<file path="src/rtl/mem_stage.sv">
// Pipeline MEM stage: turns EX/MEM load/store requests into cache accesses and feeds MEM/WB.
// Optional load-linked/store-conditional support is compiled in with `define LLSC_EN.
module mem_stage (
  input  logic        CLK,
  input  logic        RST,
  input  logic        ex_dREN,
  input  logic        ex_dWEN,
  input  logic [31:0] ex_result,
  input  logic [31:0] ex_busB,
  input  logic        ex_rw,
  input  logic [4:0]  ex_wsel,
  input  logic        ex_halt,
  input  logic        ex_ll,
  input  logic        ex_sc,
  input  logic        dhit,
  input  logic [31:0] dmemload,
  output logic        dmemREN,
  output logic        dmemWEN,
  output logic [31:0] dmemaddr,
  output logic [31:0] dmemstore,
  output logic        mem_stall,
  output logic        wb_rw,
  output logic [4:0]  wb_wsel,
  output logic [31:0] wb_wdat,
  output logic        wb_halt
);

  typedef enum logic [1:0] {StIdle, StBusy, StHalted} state_e;

  state_e      state_q, state_d;
  logic [31:0] req_addr_q, req_addr_d;
  logic [31:0] req_data_q, req_data_d;
  logic [4:0]  req_wsel_q, req_wsel_d;
  logic        req_rw_q, req_rw_d;
  logic        req_store_q, req_store_d;
  logic        wb_rw_q, wb_rw_d;
  logic [4:0]  wb_wsel_q, wb_wsel_d;
  logic [31:0] wb_wdat_q, wb_wdat_d;
  logic        wb_halt_q, wb_halt_d;
  logic        mem_req;
  logic        busy;

`ifdef LLSC_EN
  logic        req_ll_q, req_ll_d;
  logic        req_sc_q, req_sc_d;
  logic        link_valid_q, link_valid_d;
  logic [31:0] link_addr_q, link_addr_d;
  logic        sc_ok;
  logic        sc_fail;

  assign sc_ok   = ex_sc && link_valid_q && (link_addr_q == ex_result);
  assign sc_fail = ex_sc && !sc_ok;
  // A failing sc never reaches the cache; a passing one is issued as a store.
  assign mem_req = ((ex_dREN || ex_dWEN) && !ex_sc) || sc_ok;
`else
  logic unused_llsc;
  assign unused_llsc = ex_ll ^ ex_sc;
  assign mem_req     = ex_dREN || ex_dWEN;
`endif

  always_comb begin
    state_d     = state_q;
    req_addr_d  = req_addr_q;
    req_data_d  = req_data_q;
    req_wsel_d  = req_wsel_q;
    req_rw_d    = req_rw_q;
    req_store_d = req_store_q;
    wb_rw_d     = wb_rw_q;
    wb_wsel_d   = wb_wsel_q;
    wb_wdat_d   = wb_wdat_q;
    wb_halt_d   = wb_halt_q;
`ifdef LLSC_EN
    req_ll_d     = req_ll_q;
    req_sc_d     = req_sc_q;
    link_valid_d = link_valid_q;
    link_addr_d  = link_addr_q;
`endif

    case (state_q)
      StIdle: begin
        if (ex_halt) begin
          state_d   = StHalted;
          wb_halt_d = 1'b1;
          wb_rw_d   = 1'b0;
        end else if (mem_req) begin
          state_d     = StBusy;
          req_addr_d  = ex_result;
          req_data_d  = ex_busB;
          req_wsel_d  = ex_wsel;
          req_rw_d    = ex_rw;
          req_store_d = ex_dWEN;
          wb_rw_d     = 1'b0;
          wb_wsel_d   = ex_wsel;
`ifdef LLSC_EN
          req_store_d = ex_dWEN || ex_sc;
          req_ll_d    = ex_ll && ex_dREN && !ex_dWEN;
          req_sc_d    = ex_sc;
`endif
        end else begin
          wb_rw_d   = ex_rw;
          wb_wsel_d = ex_wsel;
          wb_wdat_d = ex_result;
`ifdef LLSC_EN
          if (sc_fail) begin
            wb_wdat_d    = 32'd0;
            link_valid_d = 1'b0;
          end
`endif
        end
      end

      StBusy: begin
        wb_rw_d = 1'b0;
        if (dhit) begin
          state_d   = StIdle;
          wb_wsel_d = req_wsel_q;
          if (!req_store_q) begin
            wb_wdat_d = dmemload;
            wb_rw_d   = req_rw_q;
          end
`ifdef LLSC_EN
          if (req_sc_q) begin
            wb_wdat_d    = 32'd1;
            wb_rw_d      = req_rw_q;
            link_valid_d = 1'b0;
          end else if (req_store_q && link_valid_q && (req_addr_q == link_addr_q)) begin
            link_valid_d = 1'b0;
          end else if (!req_store_q && req_ll_q) begin
            link_valid_d = 1'b1;
            link_addr_d  = req_addr_q;
          end
`endif
        end
      end

      StHalted: begin
        wb_rw_d = 1'b0;
      end

      default: begin
        state_d = StIdle;
      end
    endcase
  end

  always_ff @(posedge CLK or posedge RST) begin
    if (RST) begin
      state_q     <= StIdle;
      req_addr_q  <= '0;
      req_data_q  <= '0;
      req_wsel_q  <= '0;
      req_rw_q    <= 1'b0;
      req_store_q <= 1'b0;
      wb_rw_q     <= 1'b0;
      wb_wsel_q   <= '0;
      wb_wdat_q   <= '0;
      wb_halt_q   <= 1'b0;
`ifdef LLSC_EN
      req_ll_q     <= 1'b0;
      req_sc_q     <= 1'b0;
      link_valid_q <= 1'b0;
      link_addr_q  <= '0;
`endif
    end else begin
      state_q     <= state_d;
      req_addr_q  <= req_addr_d;
      req_data_q  <= req_data_d;
      req_wsel_q  <= req_wsel_d;
      req_rw_q    <= req_rw_d;
      req_store_q <= req_store_d;
      // Register 0 is hardwired, so a write to it is suppressed here.
      wb_rw_q     <= wb_rw_d && (wb_wsel_d != 5'd0);
      wb_wsel_q   <= wb_wsel_d;
      wb_wdat_q   <= wb_wdat_d;
      wb_halt_q   <= wb_halt_d;
`ifdef LLSC_EN
      req_ll_q     <= req_ll_d;
      req_sc_q     <= req_sc_d;
      link_valid_q <= link_valid_d;
      link_addr_q  <= link_addr_d;
`endif
    end
  end

  assign busy      = (state_q == StBusy);
  assign mem_stall = (state_q != StIdle);
  assign dmemREN   = busy && !req_store_q;
  assign dmemWEN   = busy && req_store_q;
  assign dmemaddr  = busy ? req_addr_q : 32'd0;
  assign dmemstore = busy ? req_data_q : 32'd0;

  assign wb_rw   = wb_rw_q;
  assign wb_wsel = wb_wsel_q;
  assign wb_wdat = wb_wdat_q;
  assign wb_halt = wb_halt_q;

endmodule

</file>
<file path="config.mk">
export PLATFORM = sky130hd
export DESIGN_NAME = mem_stage
export DESIGN_NICKNAME = d
export VERILOG_FILES = /design/src/rtl/mem_stage.sv
export SDC_FILE = /design/constraint.sdc
export NUM_CORES = 1
export LEC_CHECK = 0
export BUFFER_PORTS_ARGS = -buffer_cell sky130_fd_sc_hd__buf_2
export CAP_MARGIN = 20
export CORE_UTILIZATION = 52
export CTS_BUF_LIST = sky130_fd_sc_hd__clkbuf_16
export DETAILED_ROUTE_END_ITERATION = 10
export PLACE_DENSITY = 0.93
export SYNTH_ARGS = -nofsm -noshare
export SYNTH_HDL_FRONTEND = slang
export SYNTH_SLANG_ARGS = --single-unit
</file>
<file path="constraint.sdc">
create_clock -name CLK -period 5 [get_ports CLK]
set_input_delay 0.25 -clock CLK [delete_from_list [all_inputs] [get_ports CLK]]
set_output_delay 0.25 -clock CLK [all_outputs]
set_load 0.005 [all_outputs]
</file>
==> results.md, run 1 <==
* Max Cap Viol at 0
* Kind of start point of the critical path: register
* Slew at the pin closest to its max-slew limit at 0.958 ns
* Post-layout utilization of the core at 69.0%
* Flip-flop and latch count after synthesis at 112
* Power density cells at 450 mW/mm2
* Fraction of registers with async set/reset at 100%
* Net Count, Synth at 577
* Post-synth top area cell: sky130_fd_sc_hd__dfrtp_1
* Post-Route Setup TNS at 0 ns
* Worst R2R Start: state_q[0]$_DFFE_PP0P_
* Number of detailed-route iterations in the first pass at 5
* Number of inserted diodes at 0
* Initial antenna violation count at 0
* Number of buffers inserted by post-CTS setup repair at 0
* Via count of the first global-routing pass at 4,410
* Reg2Reg Depth at 4
* Final Net Count at 770
* Stage delay of the slowest cell on the critical path at 0.72 ns
* Combinational share of power at 23.8%
* Total track usage at 25.7%
* Unrepaired setup endpoints after global routing: no
* Worst slew margin at 36.1%
* Routed vias at 4,310
* Final Critical Period at 2.74 ns
* Most instantiated cells after synthesis: sky130_fd_sc_hd__dfrtp_1, sky130_fd_sc_hd__mux2_2, sky130_fd_sc_hd__nand2_1
* Number of buffers and inverters on the critical path at 4
* Quantity of hold-fixing buffers added after cts at 0
* Number of H-tree branching levels at 3
* Area of the core region at 0.00937 mm2
* Die Y-Extent at 101 um
* Number of warnings printed during yosys synthesis at 0
* Clock edge transition at the registers on the reported setup and hold paths at 0.07 ns
* Initial cell density of the core at 54.5%
* Switching portion of total power at 27.9%
* Per-instance average area after synthesis at 10.9 um2
* Die Outline Area at 0.0102 mm2
* Global-route wire length before repair at 20,400 um
* Maximum buffer depth of the clock tree at 2
* Seq/Total Area, Yosys at 54.9%
* Fraction of synthesized area in multiplexers at 15.6%
* Number of enable flip-flop cells after synthesis at 0
* Arithmetic-cell share of the synthesized area counting full adders, half adders and majority gates at 0%
* Count of pins on the block boundary at 216
* Xor-xnor portion of the synthesized cell area at 0%
* CTS Root Cell: sky130_fd_sc_hd__clkbuf_16
* Slowest library cell on the worst path: sky130_fd_sc_hd__dfrtp_1
* Power share of the clock group at 22.7%
* Portion of total power attributed to sequential cells at 53.5%
* Quantity of I/O buffers inserted on ports at 213
* Most numerous cell in the Yosys netlist: sky130_fd_sc_hd__dfrtp_1
* Kind of end point of the critical path: primary output
* Cell variety after synth at 35
* Resized Gates After CTS at 0
* Area share of the largest cell type after synthesis at 54.9%
* Worst clock skew on the final layout at 0.0110 ns
* Worst ir drop on vdd at 0.266 mV
* Via-to-Cell Ratio at 5.43
* Synthesis-to-layout area growth at 26.7%
* Cell family with most CP delay: buffers and inverters
* DRC viols at 0
* Violations in the final reports: negative hold slack
* Site Rows at 35
* Final setup violating endpoints at 0
* Status: complete, but fails checks
* Switching power of the nets at 0.813 mW
* Final non-filler cell total at 794
* Wire length reported by the detailed router at 12,800 um
* Final setup margin at 2.26 ns
* CTS buffer count at 9
* Arrival time at the worst endpoint at 2.49 ns
* Int Pwr at 2.10 mW
* HPWL reported at the end of detailed placement at 9090 um
* Simple-Gate Fraction of Synth Area at 18.4%
* CTS sink count at 112
* Dominant combinational cell family by area after synthesis: simple AND/OR/NAND/NOR gates
* Cell-by-cell listing of the critical path: inv_2 -> buf_4 -> nand2_1 -> buf_4 -> nor2_1 -> buf_2
* Die span in x at 101 um
* Class of the tightest hold or removal check: input pin to async pin
* Share of the synthesized area in compound gates (AO/OA/AOI/OAI) at 6.84%
* Clock latency on the worst-skew pair at 0.34 ns
* Final critical-path share of the clock period at 54.8%
* Fraction of final layout cells sized beyond drive strength 1 at 47.7%
* Peak Freq at 365 MHz
* Final count of pins violating max slew at 0
* Area contributors post-synth: sky130_fd_sc_hd__dfrtp_1, sky130_fd_sc_hd__mux2_2, sky130_fd_sc_hd__and3_1, sky130_fd_sc_hd__nand2_1, sky130_fd_sc_hd__a31oi_1
* CP Class: register to primary output
* Crit path required time at 4.75 ns
* Mapped Area at 0.00510 mm2
* GRT overflow at 0
* Maximum fanout count along the critical path at 42
* Number of instances in the placed design at 778
* Hold slack final at -0.00838 ns
* Post-synth top flop: sky130_fd_sc_hd__dfrtp_1
* Largest net degree at the start of global routing at 72
* Worst slack after detailed placement at 2.29 ns
* Violation count after the first detailed-route iteration at 141
* Dominant cell type by count on the critical path: sky130_fd_sc_hd__buf_4
* Worst reg2reg endpoint: req_addr_q[17]$_DFFE_PP0P_
* Setup slack on the worst flop-to-flop path at 2.31 ns
* Average detailed-routed wire length per instance at 16.1 um
* DRT antenna net count at 0
* Total count of hold-check failures in the final report at 7
* Instance count of the mapped netlist at 467
* Leakage at 3.46 nW
* Last weighted congestion value of the routability-driven placer at 0.790
* Clock tree from TritonCTS: yes
## power groups by stage
stage	logic (mW)	clock network, mW	registers, mW
after floorplan	0.422	0	1.52
after global placement	0.659	0	1.54
after detailed placement	0.700	0	1.57
after CTS	0.702	0.676	1.55
after global routing	0.770	0.715	1.61
final	0.694	0.660	1.56
## registers in the layout, indices dropped and copies added (netlist names)
name	cells
wb_wsel	5
req_rw_q	1
req_data_q	32
req_wsel_q	5
wb_rw	1
wb_halt	1
wb_wdat	32
state_q	2
req_addr_q	32
req_store_q	1
## cell type report
cell class / count / area, um2
fill: 716 / 2900
sequential: 112 / 2800
multi-input combinational: 313 / 2100
timing repair buffer: 219 / 1110
clock buffer: 9 / 225
tap: 129 / 161
clock inverter: 7 / 46.3
inverter: 5 / 21.3
## routing by layer
metal | global-route usage [%] | part of all wire, % | up-vias
met1 | 28.3 | 40 | 2072
li1 | - | - | 2019
met2 | 46.4 | 50 | 198
met4 | 9.48 | 1.9 | 0
met3 | 7.77 | 8.5 | 21
met5 | 0 | 0 | -
## layout by cell type (no fill, tap or decap), types with 6 or more instances in the layout
cell type                     n
sky130_fd_sc_hd__nand2_1     69
sky130_fd_sc_hd__buf_2      213
sky130_fd_sc_hd__a31oi_1     34
sky130_fd_sc_hd__nor2_1      38
sky130_fd_sc_hd__mux2_2      70
sky130_fd_sc_hd__dfrtp_1    111
sky130_fd_sc_hd__buf_4        6
sky130_fd_sc_hd__clkbuf_16    9
sky130_fd_sc_hd__and3_1      65
## through the flow
step | power, mW | instance area (um2)
3_3_place_gp | 2.19 | 6200
2_1_floorplan | 1.95 | 5100
5_1_grt | 3.09 | 6470
4_1_cts | 2.93 | 6470
6_report | 2.91 | 6470
3_5_place_dp | 2.27 | 6200
## worst register-to-register path, cell delays in order, from the launching register on
cell                      delay (ns)
sky130_fd_sc_hd__dfrtp_2        0.71
sky130_fd_sc_hd__or2_2          0.43
sky130_fd_sc_hd__nor2_1         0.19
sky130_fd_sc_hd__o21a_4         0.81
sky130_fd_sc_hd__mux2_2         0.44
## how the worst max path moves through the flow
stage | startpoint | cells past startpoint | slack, ns | to
floorplan | RST | 1 | 1.79 | req_addr_q[0]$_DFFE_PP0P_
global placement | state_q[0]$_DFFE_PP0P_ | 4 | 2.40 | req_addr_q[23]$_DFFE_PP0P_
detailed placement | state_q[0]$_DFFE_PP0P_ | 4 | 2.29 | req_addr_q[17]$_DFFE_PP0P_
CTS | state_q[1]$_DFFE_PP0P_ | 6 | 2.28 | dmemREN
global route | state_q[1]$_DFFE_PP0P_ | 6 | 2.03 | dmemREN
finish | state_q[1]$_DFFE_PP0P_ | 6 | 2.26 | dmemREN
## cell families after synthesis
group	Yosys count
simple gates	192
flops	112
mux	71
compound gates	50
buf+inv	42
No activity file was read; power rests on OpenSTA's default activity.
==> inputs of run 2 (changes only) <==
--- a/config.mk
+++ b/config.mk
@@ -5,12 +5,13 @@
 export SDC_FILE = /design/constraint.sdc
 export NUM_CORES = 1
 export LEC_CHECK = 0
+export ABC_AREA = 1
 export BUFFER_PORTS_ARGS = -buffer_cell sky130_fd_sc_hd__buf_2
 export CAP_MARGIN = 20
-export CORE_UTILIZATION = 52
+export CORE_UTILIZATION = 49
 export CTS_BUF_LIST = sky130_fd_sc_hd__clkbuf_16
 export DETAILED_ROUTE_END_ITERATION = 10
-export PLACE_DENSITY = 0.93
+export PLACE_DENSITY = 0.88
 export SYNTH_ARGS = -nofsm -noshare
 export SYNTH_HDL_FRONTEND = slang
 export SYNTH_SLANG_ARGS = --single-unit
==> constraint.sdc (replaced) <==
create_clock -name CLK -period 2.6 [get_ports CLK]
set_input_delay 0.13 -clock CLK [delete_from_list [all_inputs] [get_ports CLK]]
set_output_delay 0.13 -clock CLK [all_outputs]
set_load 0.005 [all_outputs]
==> run 2 against run 1 <==
The flow now finishes without violations. Utilization fell by 2.6 points. Wire length rose by 3.4%. Sequential share of layout area fell by 2.7 points. Clock-buffer cell count did not move. Synthesized cell count rose by 50%. Power rose by 100%. Area after synthesis rose by 3.4%. Die area rose by 9.5%. Critical path type unchanged. Largest cell class unchanged.
==> results.md, run 2 <==
* Clock edge transition at the registers on the reported setup and hold paths at 0.08 ns (was 0.07 ns)
* Maximum buffer depth of the clock tree at 2 (unchanged)
* Die Outline Area at 0.0112 mm2 (was 0.0102 mm2)
* Total track usage at 24.3% (was 25.7%)
* DRT antenna net count at 0 (unchanged)
* Number of H-tree branching levels at 3 (unchanged)
* Post-synth top flop: sky130_fd_sc_hd__dfrtp_1 (unchanged)
* Cell variety after synth at 21 (was 35)
* Initial antenna violation count at 0 (unchanged)
* Arrival time at the worst endpoint at 1.89 ns (was 2.49 ns)
* Worst reg2reg endpoint: wb_wdat[3]$_DFFE_PP0P_ (was req_addr_q[17]$_DFFE_PP0P_)
* Count of pins on the block boundary at 216 (unchanged)
* Switching power of the nets at 1.87 mW (was 0.813 mW)
* Violation count after the first detailed-route iteration at 385 (was 141)
* Class of the tightest hold or removal check: input pin to register (was input pin to async pin)
* Fraction of registers with async set/reset at 100% (unchanged)
* Commonest cells after routing, fill and taps aside: sky130_fd_sc_hd__nand2_1, sky130_fd_sc_hd__buf_2, sky130_fd_sc_hd__dfrtp_1 (was sky130_fd_sc_hd__buf_2, sky130_fd_sc_hd__dfrtp_1, sky130_fd_sc_hd__mux2_2)
* Top routing layer in use: met4 (unchanged)
* Multi-input gate area at 0.00182 mm2 (was 0.00210 mm2)
* CTS buffer count at 9 (unchanged)
* CP startpoint: state_q[1]$_DFFE_PP0P_ (unchanged)
* Portion of total power attributed to sequential cells at 48.5% (was 53.5%)
* Crit path required time at 2.47 ns (was 4.75 ns)
* Number of enable flip-flop cells after synthesis at 0 (unchanged)
* CP Class: register to primary output (unchanged)
* Per-instance average area after synthesis at 7.55 um2 (was 10.9 um2)
* Site Rows at 37 (was 35)
* Leading cell type in the layout, fill and taps excluded: sky130_fd_sc_hd__nand2_1 (was sky130_fd_sc_hd__buf_2)
* Routed metal-1 wirelength at 5680 um (was 5080 um)
* Worst clock skew on the final layout at 0.0114 ns (was 0.0110 ns)
* Kind of end point of the critical path: primary output (unchanged)
* Count of fill cells added during filler insertion at 888 (was 716)
* Via-to-Cell Ratio at 4.79 (was 5.43)
* Post-layout utilization of the core at 66.4% (was 69.0%)
* CTS Root Cell: sky130_fd_sc_hd__clkbuf_16 (unchanged)
* Number of inserted diodes at 0 (unchanged)
* Via count of the first global-routing pass at 4,775 (was 4,410)
* Unrepaired setup endpoints after global routing: no (unchanged)
* Clock latency on the worst-skew pair at 0.34 ns (about the same)
* Total count of hold-check failures in the final report at 0 (was 7)
* Combinational share of power at 27.2% (was 23.8%)
* Largest net degree at the start of global routing at 113 (was 72)
* Post-Route Setup TNS at 0 ns (unchanged)
* Flip-flop and latch count after synthesis at 112 (unchanged)
* Int Pwr at 3.95 mW (was 2.10 mW)
* Final critical-path share of the clock period at 77.7%
* Average detailed-routed wire length per instance at 12.6 um (was 16.1 um)
* Total met3 wirelength after detailed routing at 835 um (was 1090 um)
* Clock tree from TritonCTS: yes (unchanged)
* Leakage at 3.91 nW (was 3.46 nW)
* Final setup violating endpoints at 0 (unchanged)
* CTS sink count at 112 (unchanged)
* Most instantiated cells after synthesis: sky130_fd_sc_hd__nand2_1, sky130_fd_sc_hd__dfrtp_1, sky130_fd_sc_hd__inv_1 (was sky130_fd_sc_hd__dfrtp_1, sky130_fd_sc_hd__mux2_2, sky130_fd_sc_hd__nand2_1)
* Area share of the largest cell type after synthesis at 53.1% (was 54.9%)
* Setup slack on the worst flop-to-flop path at 0.76 ns (was 2.31 ns)
* Synthesis-to-layout area growth at 30.5% (was 26.7%)
* Final count of pins violating max slew at 0 (unchanged)
* Die Y-Extent at 106 um (was 101 um)
* Number of detailed-route iterations in the first pass at 7 (was 5)
* Initial cell density of the core at 50.9% (was 54.5%)
* Status: complete, no violations (was complete, but fails checks)
* Final standard cell area without fillers at 0.00689 mm2 (was 0.00647 mm2)
* Peak Freq at 495 MHz
* Worst ir drop on vdd at 0.432 mV (was 0.266 mV)
* Seq/Total Area, Yosys at 53.1% (was 54.9%)
* Switching portion of total power at 32.2% (was 27.9%)
* DRC viols at 0 (unchanged)
* Met2 WL at 6520 um (was 6390 um)
* Maximum fanout count along the critical path at 43 (was 42)
* Die span in x at 106 um (was 101 um)
* Final Net Count at 1,024 (was 770)
* Worst R2R Start: state_q[1]$_DFFE_PP0P_ (was state_q[0]$_DFFE_PP0P_)
* Register area at 0.00280 mm2 (about the same)
* Final Critical Period at 2.02 ns
* Cell area reported after detailed placement at 0.00640 mm2 (was 0.00620 mm2)
* Most numerous cell in the Yosys netlist: sky130_fd_sc_hd__nand2_1 (was sky130_fd_sc_hd__dfrtp_1)
* Power density cells at 845 mW/mm2 (was 450 mW/mm2)
* Endpoint of the most critical setup path: dmemaddr[1] (was dmemREN)
* Slew at the pin closest to its max-slew limit at 0.614 ns (was 0.958 ns)
* Power, Total at 5.82 mW (was 2.91 mW)
* Worst slew margin at 59.1% (was 36.1%)
* Routed vias at 5,050 (was 4,310)
* Number of warnings printed during yosys synthesis at 0 (unchanged)
* Instance count of the mapped netlist at 699 (was 467)
* Max Cap Viol at 0 (unchanged)
* Last weighted congestion value of the routability-driven placer at 0.796 (was 0.790)
* Fraction of final layout cells sized beyond drive strength 1 at 26.8% (was 47.7%)
* Net Count, Synth at 809 (was 577)
* Global-route wire length before repair at 21,700 um (was 20,400 um)
* Reg2Reg Depth at 9 (was 4)
* HPWL reported at the end of detailed placement at 8920 um (was 9090 um)
* Quantity of I/O buffers inserted on ports at 213 (unchanged)
* Area contributors post-synth: sky130_fd_sc_hd__dfrtp_1, sky130_fd_sc_hd__nand2_1, sky130_fd_sc_hd__inv_1, sky130_fd_sc_hd__o21ai_0, sky130_fd_sc_hd__nor2_1 (was sky130_fd_sc_hd__dfrtp_1, sky130_fd_sc_hd__mux2_2, sky130_fd_sc_hd__and3_1, sky130_fd_sc_hd__nand2_1, sky130_fd_sc_hd__a31oi_1)
* Area of the core region at 0.0104 mm2 (was 0.00937 mm2)
* GRT overflow at 0 (unchanged)
* Wire length reported by the detailed router at 13,300 um (was 12,800 um)
* Kind of start point of the critical path: register (unchanged)
* Post-synth top area cell: sky130_fd_sc_hd__dfrtp_1 (unchanged)
* Mapped Area at 0.00528 mm2 (was 0.00510 mm2)
* Power share of the clock group at 24.3% (was 22.7%)
## run 2: cell count changes in the layout (fill, tap and decap cells not counted), sizes merged, moves of 34 or more
cell	change
a31oi	-34
and3	-65
inv	+108
mux2	-70
nand2	+176
nor2	+35
o21ai	+103
## run 2: how the worst min path moves through the flow
stage,slack [ns],cells past startpoint,start,endpoint
2_1_floorplan,0.25,2,ex_rw,req_rw_q$_DFFE_PP0P_
3_3_place_gp,0.34,3,ex_busB[12],req_data_q[12]$_DFFE_PP0P_
3_5_place_dp,0.34,3,ex_busB[15],req_data_q[15]$_DFFE_PP0P_
4_1_cts,0.00003,3,ex_busB[25],req_data_q[25]$_DFFE_PP0P_
5_1_grt,0.002,3,ex_busB[22],req_data_q[22]$_DFFE_PP0P_
6_report,0.007,3,ex_busB[23],req_data_q[23]$_DFFE_PP0P_
## run 2: metal layers
| layer | track usage, % | vias up |
|---|---|---|
| met5 | 0 | - |
| met2 | 41.7 | 180 |
| met3 | 5.44 | 19 |
| met4 | 6.94 | 0 |
| li1 | - | 2516 |
| met1 | 30.8 | 2335 |
## run 2: area by class of cell
type	instances	share of cell area, %
Sequential cell	112	40.7
Multi-Input combinational cell	437	26.4
Timing Repair Buffer	239	19.7
Inverter	115	6.32
Clock buffer	9	3.27
Tap cell	136	2.47
Clock inverter	7	1.11
## run 2: critical path: stages (launching register included)
cell and delay [ns]:
sky130_fd_sc_hd__dfrtp_1 0.50, sky130_fd_sc_hd__inv_2 0.10, sky130_fd_sc_hd__nand2_4 0.25, sky130_fd_sc_hd__buf_4 0.45, sky130_fd_sc_hd__nor2_1 0.08, sky130_fd_sc_hd__buf_2 0.15
## run 2: kinds of logic after synthesis
logic type	count (synthesis)	synth area share (%)
and+or+nand+nor	332	24.5
buffers and inverters	150	12.4
DFF	112	53.1
AOI/OAI and AO/OA	105	9.95
## run 2: stage by stage
stage               worst slack [ns]  hold WS, ns  std cells
CTS                            0.548    0.0000319       1051
global route                   0.415      0.00167       1055
global placement               0.778        0.336       1021
floorplan                       1.10        0.247        699
finish                         0.579      0.00708       1055
detailed placement             0.766        0.343       1021
## run 2: repair_timing
item	in CTS	in global routing
hold buffers	14	4
setup buffers	0	0
setup endpoints to repair	0	0
resized for setup	0	0
endpoints found under the hold margin	41	4
## run 2: power groups by stage
stage	clock (mW)	sequential (mW)	combinational, mW
3_5_place_dp	0	2.85	1.56
2_1_floorplan	0	2.83	0.932
6_report	1.41	2.82	1.58
3_3_place_gp	0	2.81	1.50
4_1_cts	1.44	2.82	1.59
5_1_grt	1.53	2.90	1.82
==> inputs of run 3 (changes only) <==
==> constraint.sdc (replaced) <==
create_clock -name CLK -period 2.01 [get_ports CLK]
set_input_delay 0.1005 -clock CLK [delete_from_list [all_inputs] [get_ports CLK]]
set_output_delay 0.1005 -clock CLK [all_outputs]
set_load 0.005 [all_outputs]
==> run 3 against run 2 <==
Setup slack got worse by 0.36 ns. Highest routed layer unchanged. First-iteration DRC count shrank 1.8%. Power rose by 28%. Sequential power increased by 29%. Largest power group unchanged. Non-clock buffer count is 45 higher. Critical endpoint is now wb_wdat[5]$_DFFE_PP0P_. Utilization rose by 4.0 points. Via count is 5.2% higher.
==> results.md, run 3 (synthesis gave the netlist of run 2 again) <==
* Unrepaired setup endpoints after global routing: no (unchanged)
* Number of buffers and inverters on the critical path at 2 (was 3)
* Count of fill cells added during filler insertion at 808 (was 888)
* Clock edge transition at the registers on the reported setup and hold paths at 0.07 ns (was 0.08 ns)
* Slowest library cell on the worst path: sky130_fd_sc_hd__nor3_4 (was sky130_fd_sc_hd__dfrtp_1)
* DRC viols at 0 (unchanged)
* Number of detailed-route iterations in the first pass at 7 (unchanged)
* Slew at the pin closest to its max-slew limit at 0.621 ns (was 0.614 ns)
* CTS buffer count at 9 (unchanged)
* Power density cells at 1020 mW/mm2 (was 845 mW/mm2)
* CP Class: register to register (was register to primary output)
* Average detailed-routed wire length per instance at 13.5 um (was 12.6 um)
* Final setup violating endpoints at 0 (unchanged)
* Arrival time at the worst endpoint at 2.05 ns (was 1.89 ns)
* Peak Freq at 558 MHz
* Clock latency on the worst-skew pair at 0.33 ns (was 0.34 ns)
* Die Y-Extent at 106 um (unchanged)
* Largest net degree at the start of global routing at 113 (unchanged)
* Synthesis-to-layout area growth at 38.3% (was 30.5%)
* Total count of hold-check failures in the final report at 0 (unchanged)
* Fraction of final layout cells sized beyond drive strength 1 at 26.6% (was 26.8%)
* Max Cap Viol at 0 (unchanged)
* Cell-by-cell listing of the critical path: inv_2 -> nand2_4 -> nor2_1 -> clkinv_1 -> nand3_1 -> nor3_4 -> nand2_1 -> o21ai_1 (was inv_2 -> nand2_4 -> buf_4 -> nor2_1 -> buf_2)
* HPWL reported at the end of detailed placement at 9050 um (was 8920 um)
* Via count of the first global-routing pass at 5,157 (was 4,775)
* Number of inserted diodes at 0 (unchanged)
* Final Critical Period at 1.79 ns
* Final critical-path share of the clock period at 89.1%
* Leading cell type in the layout, fill and taps excluded: sky130_fd_sc_hd__nand2_1 (unchanged)
* Crit path required time at 2.27 ns (was 2.47 ns)
* Hold_sp: ex_result[25] (was ex_busB[23])
* Total track usage at 27.5% (was 24.3%)
* DRT antenna net count at 0 (unchanged)
* Maximum buffer depth of the clock tree at 2 (unchanged)
* Kind of start point of the critical path: register (unchanged)
* CP startpoint: state_q[1]$_DFFE_PP0P_ (unchanged)
* Class of the tightest hold or removal check: input pin to register (unchanged)
* Status: complete, no violations (unchanged)
* Count of pins on the block boundary at 216 (unchanged)
* Final setup margin at 0.218 ns (was 0.579 ns)
* Die span in x at 106 um (unchanged)
* Number of H-tree branching levels at 3 (unchanged)
* Stage delay of the slowest cell on the critical path at 0.57 ns (was 0.50 ns)
* Initial antenna violation count at 0 (unchanged)
* GRT overflow at 0 (unchanged)
* Hold slack final at 0.000830 ns (was 0.00708 ns)
* Setup slack on the worst flop-to-flop path at 0.22 ns (was 0.76 ns)
* Wire length reported by the detailed router at 14,900 um (was 13,300 um)
* Quantity of I/O buffers inserted on ports at 213 (unchanged)
* Routed vias at 5,312 (was 5,050)
* Final count of pins violating max slew at 0 (unchanged)
* Site Rows at 37 (unchanged)
* Commonest cells after routing, fill and taps aside: sky130_fd_sc_hd__nand2_1, sky130_fd_sc_hd__buf_2, sky130_fd_sc_hd__dfrtp_1 (unchanged)
* Kind of end point of the critical path: register (was primary output)
* Clock tree from TritonCTS: yes (unchanged)
* Worst clock skew on the final layout at 0.0110 ns (was 0.0114 ns)
* Last weighted congestion value of the routability-driven placer at 0.817 (was 0.796)
* Violation count after the first detailed-route iteration at 378 (was 385)
* Leakage at 4.08 nW (was 3.91 nW)
* Initial cell density of the core at 50.9% (unchanged)
* Maximum fanout count along the critical path at 14 (was 43)
* Power, Total at 7.45 mW (was 5.82 mW)
* CTS sink count at 112 (unchanged)
* Post-Route Setup TNS at 0 ns (unchanged)
* Global-route wire length before repair at 24,300 um (was 21,700 um)
* Via-to-Cell Ratio at 4.83 (was 4.79)
* Worst slew margin at 58.5% (was 59.1%)
* Die Outline Area at 0.0112 mm2 (unchanged)
* CTS Root Cell: sky130_fd_sc_hd__clkbuf_16 (unchanged)
* Final Net Count at 1,070 (was 1,024)
* Worst slack after detailed placement at -0.132 ns (was 0.766 ns)
* Worst ir drop on vdd at 0.636 mV (was 0.432 mV)
* Area of the core region at 0.0104 mm2 (unchanged)
* Cell family with most CP delay: simple AND/OR/NAND/NOR gates (was buffers and inverters)
* Worst R2R Start: state_q[1]$_DFFE_PP0P_ (unchanged)
## run 3: cell count changes in the layout (fill, tap and decap cells not counted)
| cell | previous run | this run |
|---|---|---|
| sky130_fd_sc_hd__buf_4 | 4 | 13 |
| sky130_fd_sc_hd__clkinv_2 | 1 | 0 |
| sky130_fd_sc_hd__inv_6 | 2 | 0 |
| sky130_fd_sc_hd__clkbuf_8 | 0 | 1 |
| sky130_fd_sc_hd__dlygate4sd3_1 | 18 | 52 |
| sky130_fd_sc_hd__inv_8 | 1 | 0 |
| sky130_fd_sc_hd__bufinv_16 | 1 | 0 |
| sky130_fd_sc_hd__inv_1 | 109 | 110 |
| sky130_fd_sc_hd__nor3_4 | 1 | 2 |
| sky130_fd_sc_hd__clkinvlp_4 | 1 | 4 |
| sky130_fd_sc_hd__buf_6 | 0 | 1 |
## run 3: report_power, final
part | internal (mW) | switching, mW
combinational | 0.948 | 1.25
sequential | 3.25 | 0.407
clock | 0.828 | 0.776
## run 3: path summary, 6_finish.rpt
check / to / cells after the start
setup / recovery: wb_wdat[5]$_DFFE_PP0P_ / 8
hold / removal: req_addr_q[25]$_DFFE_PP0P_ / 3
setup reg to reg: wb_wdat[5]$_DFFE_PP0P_ / 8
hold reg to reg: req_wsel_q[2]$_DFFE_PP0P_ / 2
max in group asynchronous: req_addr_q[28]$_DFFE_PP0P_ / 4
min in group asynchronous: req_store_q$_DFFE_PP0P_ / 4
## run 3: worst reg2reg max path, delay by kind of cell, from the launching register on
kind | cells | cell delay, ns
simple gates | 5 | 1.04
flops | 1 | 0.43
compound gates | 1 | 0.12
buf+inv | 2 | 0.14
## run 3: layout make-up
type | count | area, um2 | share of cell area (%)
inverters | 115 | 435 | 5.97
well taps | 136 | 170 | 2.33
flip-flops and latches | 112 | 2800 | 38.4
clock inverters | 6 | 38.8 | 0.531
repair buffers | 284 | 1790 | 24.5
clock buffers | 9 | 225 | 3.09
multi-input cells | 438 | 1840 | 25.2
## run 3: per-stage QoR
step,cells,util (%),instance area (um2)
global route,1100,70.4,7300
global placement,1031,62.5,6480
finish,1100,70.4,7300
CTS,1100,70.3,7290
detailed placement,1031,62.5,6480
floorplan,699,-,5280
## run 3: timing repair
item,4_1_cts,5_1_grt
pin swaps,1,1
hold buffers,52,0
gates cloned,1,0
endpoints found under the setup margin,32,4
gates resized for setup,2,2
endpoints found under the hold margin,163,0
setup buffers,1,0
## run 3: per-layer routing
metal | up-vias | GRT usage, % | share of wire, %
met3 | 34 | 5.07 | 6.9
met5 | - | 0 | 0
li1 | 2612 | - | -
met4 | 0 | 10.6 | 2.5
met1 | 2422 | 34.4 | 41
met2 | 244 | 47.0 | 49
